$ cat src/rtl/mm_pkg.sv
// mm_pkg
// Shared definitions for the matrix-multiply stream transmitter:
//   - tx_state_t : FSM state encoding (IDLE, SEND, COLLECT, DONE)
//   - ELEM_W     : operand element width (4)
//   - RES_W      : result width (8)
//   - CHK_W      : checksum width (16)
//   - N_ELEM_DEF, N_OUT_DEF, TIMEOUT_DEF : default job geometry
package mm_pkg;

    localparam int ELEM_W      = 4;
    localparam int RES_W       = 8;
    localparam int CHK_W       = 16;

    localparam int N_ELEM_DEF  = 16;
    localparam int N_OUT_DEF   = 256;
    localparam int TIMEOUT_DEF = 1024;

    typedef enum logic [1:0] {
        ST_IDLE,
        ST_SEND,
        ST_COLLECT,
        ST_DONE
    } tx_state_t;

endpackage

$ cat src/rtl/mm_stream_tx_if.sv
// mm_stream_tx_if
// Operand/result stream between the transmitter and the matrix multiplier.
//   in_valid, in_matrix_A, in_matrix_B : operand stream (transmitter -> multiplier)
//   out_valid, out_matrix              : result stream  (multiplier -> transmitter)
// Modports:
//   master : transmitter side (drives operands, receives results)
//   slave  : multiplier side  (receives operands, drives results)
interface mm_stream_tx_if;
    import mm_pkg::*;

    logic              in_valid;
    logic [ELEM_W-1:0] in_matrix_A;
    logic [ELEM_W-1:0] in_matrix_B;
    logic              out_valid;
    logic [RES_W-1:0]  out_matrix;

    modport master (
        output in_valid,
        output in_matrix_A,
        output in_matrix_B,
        input  out_valid,
        input  out_matrix
    );

    modport slave (
        input  in_valid,
        input  in_matrix_A,
        input  in_matrix_B,
        output out_valid,
        output out_matrix
    );

endinterface

$ cat src/rtl/mm_tx_buf.sv
// mm_tx_buf
// Dual 4-bit operand load buffer (A and B arrays of N_ELEM entries).
//   clk1, rst             : clock and synchronous active-high reset (clears buffer)
//   wr_en, wr_addr        : write strobe and element index (already gated by caller)
//   wr_data_a, wr_data_b  : element values written into A and B
//   rd_addr               : combinational read index
//   rd_data_a, rd_data_b  : element values at rd_addr
module mm_tx_buf
    import mm_pkg::*;
#(
    parameter int N_ELEM = N_ELEM_DEF
) (
    input  logic                      clk1,
    input  logic                      rst,
    input  logic                      wr_en,
    input  logic [$clog2(N_ELEM)-1:0] wr_addr,
    input  logic [ELEM_W-1:0]         wr_data_a,
    input  logic [ELEM_W-1:0]         wr_data_b,
    input  logic [$clog2(N_ELEM)-1:0] rd_addr,
    output logic [ELEM_W-1:0]         rd_data_a,
    output logic [ELEM_W-1:0]         rd_data_b
);

    logic [ELEM_W-1:0] mem_a [N_ELEM];
    logic [ELEM_W-1:0] mem_b [N_ELEM];

    always_ff @(posedge clk1) begin
        if (rst) begin
            for (int i = 0; i < N_ELEM; i++) begin
                mem_a[i] <= '0;
                mem_b[i] <= '0;
            end
        end else if (wr_en) begin
            mem_a[wr_addr] <= wr_data_a;
            mem_b[wr_addr] <= wr_data_b;
        end
    end

    assign rd_data_a = mem_a[rd_addr];
    assign rd_data_b = mem_b[rd_addr];

endmodule

$ cat src/rtl/mm_stream_tx.sv
// mm_stream_tx
// Stimulus-side transmitter: holds one A/B operand set, serialises it onto the
// operand stream, then collects N_OUT results, forwarding each with its index
// and flagging completion or idle timeout.
// Ports:
//   clk1, rst                      : clock, synchronous active-high reset
//   wr_en, wr_addr, wr_data_a/b    : load-buffer write port (IDLE/DONE only)
//   start                          : job request pulse (IDLE only)
//   busy, done, err_timeout        : job status
//   bus (mm_stream_tx_if.master)   : operand stream out, result stream in
//   res_valid, res_data, res_idx   : registered copy of each accepted result
//   checksum                       : running 16-bit sum of accepted results
// Build option:
//   MM_TX_CHECKSUM_EN : when defined the checksum accumulator is built;
//                       otherwise checksum is tied to 0.
module mm_stream_tx
    import mm_pkg::*;
#(
    parameter int N_ELEM  = N_ELEM_DEF,
    parameter int N_OUT   = N_OUT_DEF,
    parameter int TIMEOUT = TIMEOUT_DEF
) (
    input  logic                      clk1,
    input  logic                      rst,
    input  logic                      wr_en,
    input  logic [$clog2(N_ELEM)-1:0] wr_addr,
    input  logic [ELEM_W-1:0]         wr_data_a,
    input  logic [ELEM_W-1:0]         wr_data_b,
    input  logic                      start,
    output logic                      busy,
    output logic                      done,
    output logic                      err_timeout,
    mm_stream_tx_if.master            bus,
    output logic                      res_valid,
    output logic [RES_W-1:0]          res_data,
    output logic [$clog2(N_OUT)-1:0]  res_idx,
    output logic [CHK_W-1:0]          checksum
);

    localparam int AW = $clog2(N_ELEM);
    localparam int IW = $clog2(N_OUT);
    localparam int TW = $clog2(TIMEOUT + 1);

    localparam logic [AW-1:0] LAST_IDX   = AW'(N_ELEM - 1);
    localparam logic [IW-1:0] LAST_CNT   = IW'(N_OUT - 1);
    localparam logic [TW-1:0] TIMER_LAST = TW'(TIMEOUT - 1);

    tx_state_t         state;
    logic [AW-1:0]     send_idx;
    logic [IW-1:0]     res_cnt;
    logic [TW-1:0]     idle_timer;
    logic              in_valid_q;
    logic [ELEM_W-1:0] in_a_q;
    logic [ELEM_W-1:0] in_b_q;

    logic              buf_wr_en;
    logic [AW-1:0]     rd_addr;
    logic [ELEM_W-1:0] rd_a;
    logic [ELEM_W-1:0] rd_b;

    // The buffer is frozen for the duration of a job.
    assign buf_wr_en = wr_en && (state == ST_IDLE || state == ST_DONE);

    // The read port looks one element ahead so the registered bus shows
    // element i in the i-th SEND cycle; in IDLE it presents element 0.
    assign rd_addr = (state == ST_SEND) ? send_idx + 1'b1 : '0;

    mm_tx_buf #(
        .N_ELEM (N_ELEM)
    ) u_buf (
        .clk1      (clk1),
        .rst       (rst),
        .wr_en     (buf_wr_en),
        .wr_addr   (wr_addr),
        .wr_data_a (wr_data_a),
        .wr_data_b (wr_data_b),
        .rd_addr   (rd_addr),
        .rd_data_a (rd_a),
        .rd_data_b (rd_b)
    );

    assign bus.in_valid    = in_valid_q;
    assign bus.in_matrix_A = in_a_q;
    assign bus.in_matrix_B = in_b_q;

    // Job FSM with all status, stream and result outputs registered.
    // In COLLECT an accept always takes priority over the idle timer, so a
    // result arriving on the would-be expiry cycle prevents the timeout.
    always_ff @(posedge clk1) begin
        if (rst) begin
            state       <= ST_IDLE;
            send_idx    <= '0;
            res_cnt     <= '0;
            idle_timer  <= '0;
            busy        <= 1'b0;
            done        <= 1'b0;
            err_timeout <= 1'b0;
            in_valid_q  <= 1'b0;
            in_a_q      <= '0;
            in_b_q      <= '0;
            res_valid   <= 1'b0;
            res_data    <= '0;
            res_idx     <= '0;
        end else begin
            done      <= 1'b0;
            res_valid <= 1'b0;
            case (state)
                ST_IDLE: begin
                    if (start) begin
                        state       <= ST_SEND;
                        busy        <= 1'b1;
                        err_timeout <= 1'b0;
                        res_cnt     <= '0;
                        idle_timer  <= '0;
                        send_idx    <= '0;
                        in_valid_q  <= 1'b1;
                        in_a_q      <= rd_a;
                        in_b_q      <= rd_b;
                    end
                end
                ST_SEND: begin
                    if (send_idx == LAST_IDX) begin
                        state      <= ST_COLLECT;
                        in_valid_q <= 1'b0;
                        in_a_q     <= '0;
                        in_b_q     <= '0;
                    end else begin
                        send_idx <= send_idx + 1'b1;
                        in_a_q   <= rd_a;
                        in_b_q   <= rd_b;
                    end
                end
                ST_COLLECT: begin
                    if (bus.out_valid) begin
                        res_valid  <= 1'b1;
                        res_data   <= bus.out_matrix;
                        res_idx    <= res_cnt;
                        res_cnt    <= res_cnt + 1'b1;
                        idle_timer <= '0;
                        if (res_cnt == LAST_CNT) begin
                            state <= ST_DONE;
                            done  <= 1'b1;
                        end
                    end else begin
                        idle_timer <= idle_timer + 1'b1;
                        if (idle_timer == TIMER_LAST) begin
                            state       <= ST_DONE;
                            done        <= 1'b1;
                            err_timeout <= 1'b1;
                        end
                    end
                end
                ST_DONE: begin
                    state <= ST_IDLE;
                    busy  <= 1'b0;
                end
                default: begin
                    state <= ST_IDLE;
                    busy  <= 1'b0;
                end
            endcase
        end
    end

`ifdef MM_TX_CHECKSUM_EN
    // Running sum of accepted results, wrapping at 16 bits.
    always_ff @(posedge clk1) begin
        if (rst) begin
            checksum <= '0;
        end else if (state == ST_IDLE && start) begin
            checksum <= '0;
        end else if (state == ST_COLLECT && bus.out_valid) begin
            checksum <= checksum + CHK_W'(bus.out_matrix);
        end
    end
`else
    assign checksum = '0;
`endif

endmodule

$ cat src/flat_wrapper.sv
// flat-port wrapper written by rule: the top's interface ports become plain ports
module mm_stream_tx_flat import mm_pkg::*;
#(
    parameter int N_ELEM  = N_ELEM_DEF,
    parameter int N_OUT   = N_OUT_DEF,
    parameter int TIMEOUT = TIMEOUT_DEF
)
  (clk1, rst, wr_en, wr_addr, wr_data_a, wr_data_b, start, busy, done, err_timeout, res_valid, res_data, res_idx, checksum, bus_in_valid, bus_in_matrix_A, bus_in_matrix_B, bus_out_valid, bus_out_matrix);
  mm_stream_tx_if bus_i ();
  input  logic clk1;
  input  logic rst;
  input  logic wr_en;
  input  logic [$clog2(N_ELEM)-1:0] wr_addr;
  input  logic [ELEM_W-1:0] wr_data_a;
  input  logic [ELEM_W-1:0] wr_data_b;
  input  logic start;
  output logic busy;
  output logic done;
  output logic err_timeout;
  output logic res_valid;
  output logic [RES_W-1:0] res_data;
  output logic [$clog2(N_OUT)-1:0] res_idx;
  output logic [CHK_W-1:0] checksum;
  output wire logic [$bits(bus_i.in_valid)-1:0] bus_in_valid;
  output wire logic [$bits(bus_i.in_matrix_A)-1:0] bus_in_matrix_A;
  output wire logic [$bits(bus_i.in_matrix_B)-1:0] bus_in_matrix_B;
  input wire logic [$bits(bus_i.out_valid)-1:0] bus_out_valid;
  input wire logic [$bits(bus_i.out_matrix)-1:0] bus_out_matrix;
  assign bus_in_valid = bus_i.in_valid;
  assign bus_in_matrix_A = bus_i.in_matrix_A;
  assign bus_in_matrix_B = bus_i.in_matrix_B;
  assign bus_i.out_valid = bus_out_valid;
  assign bus_i.out_matrix = bus_out_matrix;
  mm_stream_tx #(.N_ELEM(N_ELEM), .N_OUT(N_OUT), .TIMEOUT(TIMEOUT)) u_core (.clk1(clk1), .rst(rst), .wr_en(wr_en), .wr_addr(wr_addr), .wr_data_a(wr_data_a), .wr_data_b(wr_data_b), .start(start), .busy(busy), .done(done), .err_timeout(err_timeout), .bus(bus_i), .res_valid(res_valid), .res_data(res_data), .res_idx(res_idx), .checksum(checksum));
endmodule
$ cat config.mk
export PLATFORM = sky130hd
export DESIGN_NAME = mm_stream_tx_flat
export DESIGN_NICKNAME = d
export VERILOG_FILES = /design/src/rtl/mm_pkg.sv /design/src/rtl/mm_stream_tx_if.sv /design/src/rtl/mm_tx_buf.sv /design/src/rtl/mm_stream_tx.sv /design/src/flat_wrapper.sv
export SDC_FILE = /design/constraint.sdc
export NUM_CORES = 1
export LEC_CHECK = 0
export BUFFER_PORTS_ARGS = -buffer_cell sky130_fd_sc_hd__buf_2
export CORE_ASPECT_RATIO = 1.25
export CORE_MARGIN = 2
export CORE_UTILIZATION = 65
export DETAILED_ROUTE_END_ITERATION = 8
export GPL_ROUTABILITY_DRIVEN = 0
export GPL_TIMING_DRIVEN = 0
export HOLD_SLACK_MARGIN = 0.03
export PLACE_DENSITY = 0.94
export SKIP_LAST_GASP = 1
export SYNTH_ARGS = -nofsm -noshare
export SYNTH_HDL_FRONTEND = slang
export SYNTH_SLANG_ARGS = --single-unit
$ cat constraint.sdc
create_clock -name clk1 -period 3.45 [get_ports clk1]
set_clock_uncertainty 0.1 [all_clocks]
set_input_delay 0.1725 -clock clk1 [delete_from_list [all_inputs] [get_ports clk1]]
set_output_delay 0.1725 -clock clk1 [all_outputs]
set_load 0.05 [all_outputs]
* Yosys cells after proc, flatten, opt, wreduce, memory -nomap -nowiden
Memories as Yosys holds them, arrays and structs flattened.
Cells that the tools add are included.
** Word-level totals
- Flip-flop bits (word level) :: 54
- Memory bits (writable) :: 128
- Bits of input ports :: 25
- Word-level logic and storage cells :: 96
- Memories :: 2
** Memories
- u_core.u_buf.mem_a :: depth 16, bits a word 4, rd ports 1, clocked after memory_dff 0, wr ports 16, RTL line mm_tx_buf.sv:24 : logic [ELEM_W-1:0] mem_a [N_ELEM];
- u_core.u_buf.mem_b :: depth 16, bits a word 4, rd ports 1, clocked after memory_dff 0, wr ports 16, RTL line mm_tx_buf.sv:25 : logic [ELEM_W-1:0] mem_b [N_ELEM];
** Operators by class
- Add/sub/neg operators :: 3
- Equality and inequality tests :: 14
- Multiplexer cells :: 45
- Bitwise operators :: 1
- Reductions and logical operators :: 18
** Operators with widths (count)
- 2-to-1 mux 4 bit :: 11
- one-hot mux 4 bit (2 select lines) :: 3
- 2-to-1 mux 11 bit :: 2
- one-hot mux 11 bit (2 select lines) :: 1
- 2-to-1 mux 1 bit :: 16
- 2-to-1 mux 8 bit :: 2
- one-hot mux 8 bit (2 select lines) :: 1
- adder 11 x 1 -> 11 bit, second input constant :: 1
- equality test 11 x 10 -> 1 bit, second input constant :: 1
- 2-to-1 mux 2 bit :: 5
- inequality test 2 bit, second input constant :: 5
- AND reduction 3 bit :: 3
- adder 8 x 1 -> 8 bit, second input constant :: 1
- equality test 8 bit, second input constant :: 1
- one-hot mux 2 bit (4 select lines) :: 1
- AND reduction 2 bit :: 4
- AND reduction 4 bit :: 2
- OR reduction 4 bit :: 2
- inequality test 3 x 2 -> 1 bit, second input constant :: 2
- one-hot mux 1 bit (2 select lines) :: 3
- nonzero test 2 bit :: 3
- adder 4 x 1 -> 4 bit, second input constant :: 1
- equality test 2 bit, second input constant :: 2
- equality test 4 bit, second input constant :: 1
- 7 further kinds :: 7

* Logic depth before layout (Yosys ltp)
Gate-level depths: netlist of run 1.
- Depth in word-level cells :: 8
- Depth in mapped cells :: 9
- Mapped depth without buffers :: 7

* Hierarchy
From an unflattened synthesis of run 1, not the netlist that was laid out.
** Second synthesis, totals
- Cell total of the unflattened synthesis :: 666
- Area, all modules :: 8389.3 um^2
** By module, submodules not included
- mm_tx_buf :: instances 1, cells an instance 375, area an instance 5861.9 um^2
- mm_stream_tx :: instances 1, cells an instance 291, area an instance 2527.4 um^2

* Least setup slack after synthesis of run 1
OpenSTA, ideal clock, no wires.
- Kind :: reg2reg
- Start :: register u_core.state[0]
- End :: memory u_core.u_buf.mem_a[2][0] (enable)
- Data arrival time :: 1.809 ns
- Required time :: 3.040 ns
- Slack :: 1.231 ns
- Stages on the path, launching flop included :: 7
- Path buffers :: 0
- Cells stage by stage :: dfxtp_1 > inv_1 > ha_1 > nor3b_1 > nand3b_1 > nor3_1 > or2_2
** RTL lines
- start: declaration :: RTL line mm_stream_tx.sv:48 : tx_state_t state;
- start signal: assignment :: RTL line mm_stream_tx.sv:91 : state <= ST_IDLE;
- start signal: assignment :: RTL line mm_stream_tx.sv:110 : state <= ST_SEND;
- start signal: assignment :: RTL line mm_stream_tx.sv:123 : state <= ST_COLLECT;
- end: declaration :: RTL line mm_tx_buf.sv:24

==> reports/metrics.yaml, run 1 <==
startpoint: "u_core.state[0]"
drive_gt1_share_pct: 19.2
async_reset_ff_share_pct: 0
die-width_um: 107
num_rows: 47
cap_viol_max_count: 0
synth_area_um2: 8620
cp_slowest_cell: "nor3b_1"
worst_setup_path_start_kind: "register"
viasPerCell: 5.98
cts_setup_buffers: 0
die_h_um: 133
worst_slack_ps: 330
avgSynthCellArea_um2: 11.5
first_iter_violations: 675
cts.sinks: 182
synth_top_area_cell: "edfxtp_1"
cts_buffer_depth: 2
grt_antenna_before_repair: 0
grt_pass1_vias: 6131
ctsResizeCount: 0
overflow: 0
fin_tns_setup_ps: 0
grt.total_usage_pct: 30.3
cts_buffers: 17
min_period_ps: 3120
ys.flop_type: "edfxtp_1"
worst_slew_pin_slew_ps: 758
root_buffer: "clkbuf_16"
dieArea_um2: 14200
worst-path-max-fanout: 9
hpwl_um: 14500
p_leak_nw: 3.80
grt_max_degree: 18
first_pass_iters: 6
initial_core_util_pct: 65.8
nets: 878
crit_chain: "inv_1 > ha_1 > nor3b_1 > nor2b_1 > nand2b_1 > nor2_1 > or2_2"
powerDensity_nw_per_um2: 608
drc: 0
ys_seq_area_share_pct: 57.1
stdcell_area_um2: 9840
grt_setup_unrepaired: "no"
area.growth.synth_to_final_pct: 14.2
critical_path_class: "reg -> reg"
synth_area_leaders: "edfxtp_1, dfxtp_1, and2_1, nand2_1, nor2_1"
endpoint_kind: "register"
yosysWarnings: 0
holdCritPathClass: "in -> reg"
ctsHoldBuffers: 12
ant_nets: 0
cts_tree: "done"
synthDistinctLibCells: 57
peakVddDrop_mv: 0.530
synth-edff-count: 128
antenna_cells: 0
hold_path.startpoint: "wr_data_b[2]"
r2r_start: "u_core.state[0]"
cts-htree-levels: 4
finalWirelength_um: 20800
io_pins: 70
port_buffers: 52
synth_top_cell_area_share_pct: 44.6
period_share_pct: 90.4
status: "finished clean"
cts.clk_slew.worst_paths_ps: 70
ys_ff_latch: 182
drv_slew: 0
slew_headroom_pct: 49.1
grt_pass1_wl_um: 31800
yosysMostFrequentCell: "and2_1"
fmax_mhz: 320
post_drt_wl_per_cell_um: 20.2
dr_total_vias: 6157
critPathRequiredTime_ps: 3480
core-area_um2: 13100
synthTopCellsByCount: "and2_1, edfxtp_1, nand2_1"
placedInstanceArea_um2: 9150
slowest_delay_ps: 520
crit_arrival_ps: 3150
clock_latency_ps: 440
setup_viol: 0
hold_violations: 0
syn_inst: 747
post-place-ws_ps: 455
[flip-flops by register name, indices dropped and copies added (netlist names)]
name	flops
u_core.u_buf.mem_a	64
u_core.u_buf.mem_b	64
u_core.idle_timer	11
u_core.res_cnt	8
u_core.res_data	8
u_core.res_idx	8
u_core.bus.in_matrix_A	4
u_core.bus.in_matrix_B	4
u_core.send_idx	4
u_core.state	2
u_core.bus.in_valid	1
u_core.busy	1
u_core.done	1
u_core.err_timeout	1
u_core.res_valid	1
[final cells by class]
type	count	area [µm²]
Buffer	54	340
Clock buffer	18	429
Clock inverter	14	141
Fill cell	838	3270
Inverter	7	26.3
Multi-Input combinational cell	519	3390
Sequential cell	182	4920
Tap cell	171	214
Timing Repair Buffer	64	380
[layout by cell type, fill, tap and decap left out, types with 5 or more instances in the layout]
master         netlist  layout
a21oi_1             34      34
a32o_1              10      10
a32oi_1              5       5
and2_1             132     132
buf_2                9      61
buf_4               19      19
clkbuf_1            21      22
clkbuf_16            0      17
conb_1               1      16
dfxtp_1             54      54
dlygate4sd3_1        0      12
edfxtp_1           128     128
ha_1                 8       8
inv_1                7       7
inv_6                0       7
mux2_2              14      14
mux2i_1             15      15
mux4_1               7       7
nand2_1             75      75
nand2b_1            11      11
nand3_1             13      13
nand4_1              8       8
nor2_1              56      56
nor3_1               6       6
o21ai_0              6       6
o221ai_1            10      10
o22ai_1             14      14
or2_2               17      17
xor2_1               8       8
[critical path: cells and delay by family, from the launching register on]
family        cells  cell delay (ps)
buf+inv           1              100
simple gates      5             1900
flops             1              390
fa+ha+maj         1              310
[final timing paths]
path,end,slack [ps],depth (start not counted)
max,u_core.u_buf.mem_b[4][1],330,7
min,u_core.u_buf.mem_b[2][2],30,2
max reg2reg,u_core.u_buf.mem_b[4][1],330,7
min reg2reg,u_core.res_idx[7],360,2
[report_power, final]
| group | internal, W | switching [W] | total (W) |
|---|---|---|---|
| Sequential | 0.00248 | 0.0000885 | 0.00257 |
| Combinational | 0.000514 | 0.00101 | 0.00153 |
| Clock | 0.00102 | 0.000870 | 0.00189 |
| Total | 0.00401 | 0.00197 | 0.00598 |
[metrics by stage]
stage | instances | utilization (%) | total power, W | hold WS (ps)
CTS | 1029 | 75.1 | 0.00595 | 35.2
floorplan | 762 | - | 0.00369 | 209
detailed placement | 985 | 69.8 | 0.00408 | 324
global route | 1029 | 75.1 | 0.00618 | 41.6
finish | 1029 | 75.1 | 0.00598 | 30.0
global placement | 985 | 69.8 | 0.00404 | 317
[cell families after synthesis]
group	synth area share (%)
compound gates	7.86
xor+xnor	1.54
fa+ha+maj	1.16
buf+inv	4.25
flops	57.1
mux	6.66
other cells	0.0435
simple gates	21.4
[per-layer routing]
| metal | up-vias | routed length, µm | GRT usage [%] |
|---|---|---|---|
| met1 | 2907 | 7360 | 33.8 |
| li1 | 2837 | - | - |
| met4 | 0 | 1120 | 15.9 |
| met5 | - | 0 | 0 |
| met3 | 75 | 1760 | 7.49 |
| met2 | 338 | 10500 | 52.8 |
Power figures use the tool's default switching activity.
==> run 2, diff against run 1 <==
--- a/config.mk
+++ b/config.mk
@@ -7,7 +7,6 @@
 export LEC_CHECK = 0
 export BUFFER_PORTS_ARGS = -buffer_cell sky130_fd_sc_hd__buf_2
 export CORE_ASPECT_RATIO = 1.25
-export CORE_MARGIN = 2
 export CORE_UTILIZATION = 65
 export DETAILED_ROUTE_END_ITERATION = 8
 export GPL_ROUTABILITY_DRIVEN = 0
==> run 2 against run 1 <==
Compared with the run above: worst hold slack better by 16 ps; global-route usage is 1.8 points higher; sequential cell count unchanged; first-iteration DRC count up 20%; combinational power hardly changed; largest power group unchanged; highest routed layer unchanged.
==> reports/metrics.yaml, run 2 (same netlist as run 1, synthesis figures left out) <==
status: "finished clean"
crit_arrival_ps: 3250
grt_setup_unrepaired: "no"
clock_latency_ps: 440
grt.total_usage_pct: 32.1
area.growth.synth_to_final_pct: 13.9
slew_headroom_pct: 37.1
nets: 876
ctsResizeCount: 0
die_h_um: 131
worst_slew_pin_slew_ps: 936
worst-path-max-fanout: 9
die-width_um: 105
reg2regPathDepth: 6
peakVddDrop_mv: 0.398
r2r_start: "u_core.state[0]"
cap_viol_max_count: 0
p_leak_nw: 3.79
ant_nets: 0
first_iter_violations: 811
grt_pass1_wl_um: 32100
antenna_cells: 0
p_int_w: 0.00401
reg_top3: "u_core.u_buf.mem_a: 64 flops, u_core.u_buf.mem_b: 64 flops, u_core.idle_timer: 11 flops"
finalWirelength_um: 21000
viasPerCell: 6.11
endpoint_kind: "register"
worst_setup_path_start_kind: "register"
seqCellArea_um2: 4920
mostFrequentLayoutCells: "and2_1, edfxtp_1, nand2_1"
whs_path_depth: 2
post_drt_wl_per_cell_um: 20.5
num_rows: 46
hold_violations: 0
switching_share_pct: 33.2
initial_core_util_pct: 67.2
cts.clk_slew.worst_paths_ps: 70
p_clk_share_pct: 31.5
dieArea_um2: 13700
reg2reg_slack_ps: 220
critPathCapture: "u_core.u_buf.mem_a[2][3]"
powerDensity_nw_per_um2: 612
overflow: 0
first_pass_iters: 6
switching_power_w: 0.00200
cts-htree-levels: 4
cts_setup_buffers: 0
multi_input_area_um2: 3390
grt_pass1_vias: 6123
cts_buffers: 17
setup_viol: 0
rr_endpoint: "u_core.u_buf.mem_a[2][3]"
fillers: 759
grt_max_degree: 18
fmax_mhz: 310
dr_total_vias: 6255
critPathRequiredTime_ps: 3470
ctsHoldBuffers: 10
core-area_um2: 12800
seqPwrFrac_pct: 42.8
holdCritPathClass: "in -> reg"
drv_slew: 0
grt_antenna_before_repair: 0
fin_tns_setup_ps: 0
hold_slack_ps: 46.0
critical_path_class: "reg -> reg"
cts_tree: "done"
period_share_pct: 93.6
hpwl_um: 14400
root_buffer: "clkbuf_16"
cts.sinks: 182
final_common_cell: "and2_1"
drive_gt1_share_pct: 19.2
port_buffers: 52
min_period_ps: 3230
io_pins: 70
drc: 0
startpoint: "u_core.state[0]"
p_comb_share_pct: 25.7
cts_buffer_depth: 2
## run 2: how the worst min path moves through the flow
stage | to | start | slack [ps]
finish | u_core.u_buf.mem_a[14][2] | wr_data_a[2] | 50
global route | u_core.u_buf.mem_a[10][2] | wr_data_a[2] | 30
CTS | u_core.u_buf.mem_a[13][2] | wr_data_a[2] | 30
detailed placement | u_core.res_data[3] | bus_out_matrix[3] | 330
global placement | u_core.res_data[0] | bus_out_matrix[0] | 320
floorplan | u_core.res_data[0] | bus_out_matrix[0] | 210
## run 2: area by class of cell
| type | count | area share, % |
|---|---|---|
| tap | 168 | 2.14 |
| buffer | 54 | 3.47 |
| sequential | 182 | 50.2 |
| multi-input combinational | 519 | 34.5 |
| clock buffer | 17 | 4.33 |
| inverter | 7 | 0.268 |
| timing repair buffer | 62 | 3.67 |
| clock inverter | 15 | 1.45 |
## run 2: routing by layer
metal / vias to the layer above / part of all wire [%] / track usage, %
li1: 2832 / - / -
met1: 2914 / 36 / 37.2
met2: 417 / 51 / 56.2
met3: 92 / 8.8 / 6.55
met4: 0 / 4.5 / 18.4
met5: - / 0 / 0
## run 2: power by group through the flow
stage	clock [W]	sequential (W)	combinational, W
2_1_floorplan	0	0.00277	0.000922
3_3_place_gp	0	0.00260	0.00142
3_5_place_dp	0	0.00261	0.00148
4_1_cts	0.00189	0.00257	0.00151
5_1_grt	0.00198	0.00258	0.00162
6_report	0.00189	0.00257	0.00154
## run 2: worst max-delay path, cell delays in order, from the launching register on
cell and delay [ps]:
dfxtp_1 380, inv_1 110, ha_1 330, nor3b_1 530
nand3b_1 280, nor3_1 780, or2_2 410
## run 2: metrics by stage
stage | instances | total power, W | worst slack (ps) | area [µm²] | utilization, %
floorplan | 762 | 0.00369 | 1230 | 8680 | -
global placement | 982 | 0.00402 | 439 | 9150 | 71.3
detailed placement | 982 | 0.00409 | 276 | 9150 | 71.3
CTS | 1024 | 0.00596 | 272 | 9820 | 76.5
global route | 1024 | 0.00618 | 40.6 | 9820 | 76.5
finish | 1024 | 0.00601 | 221 | 9820 | 76.5
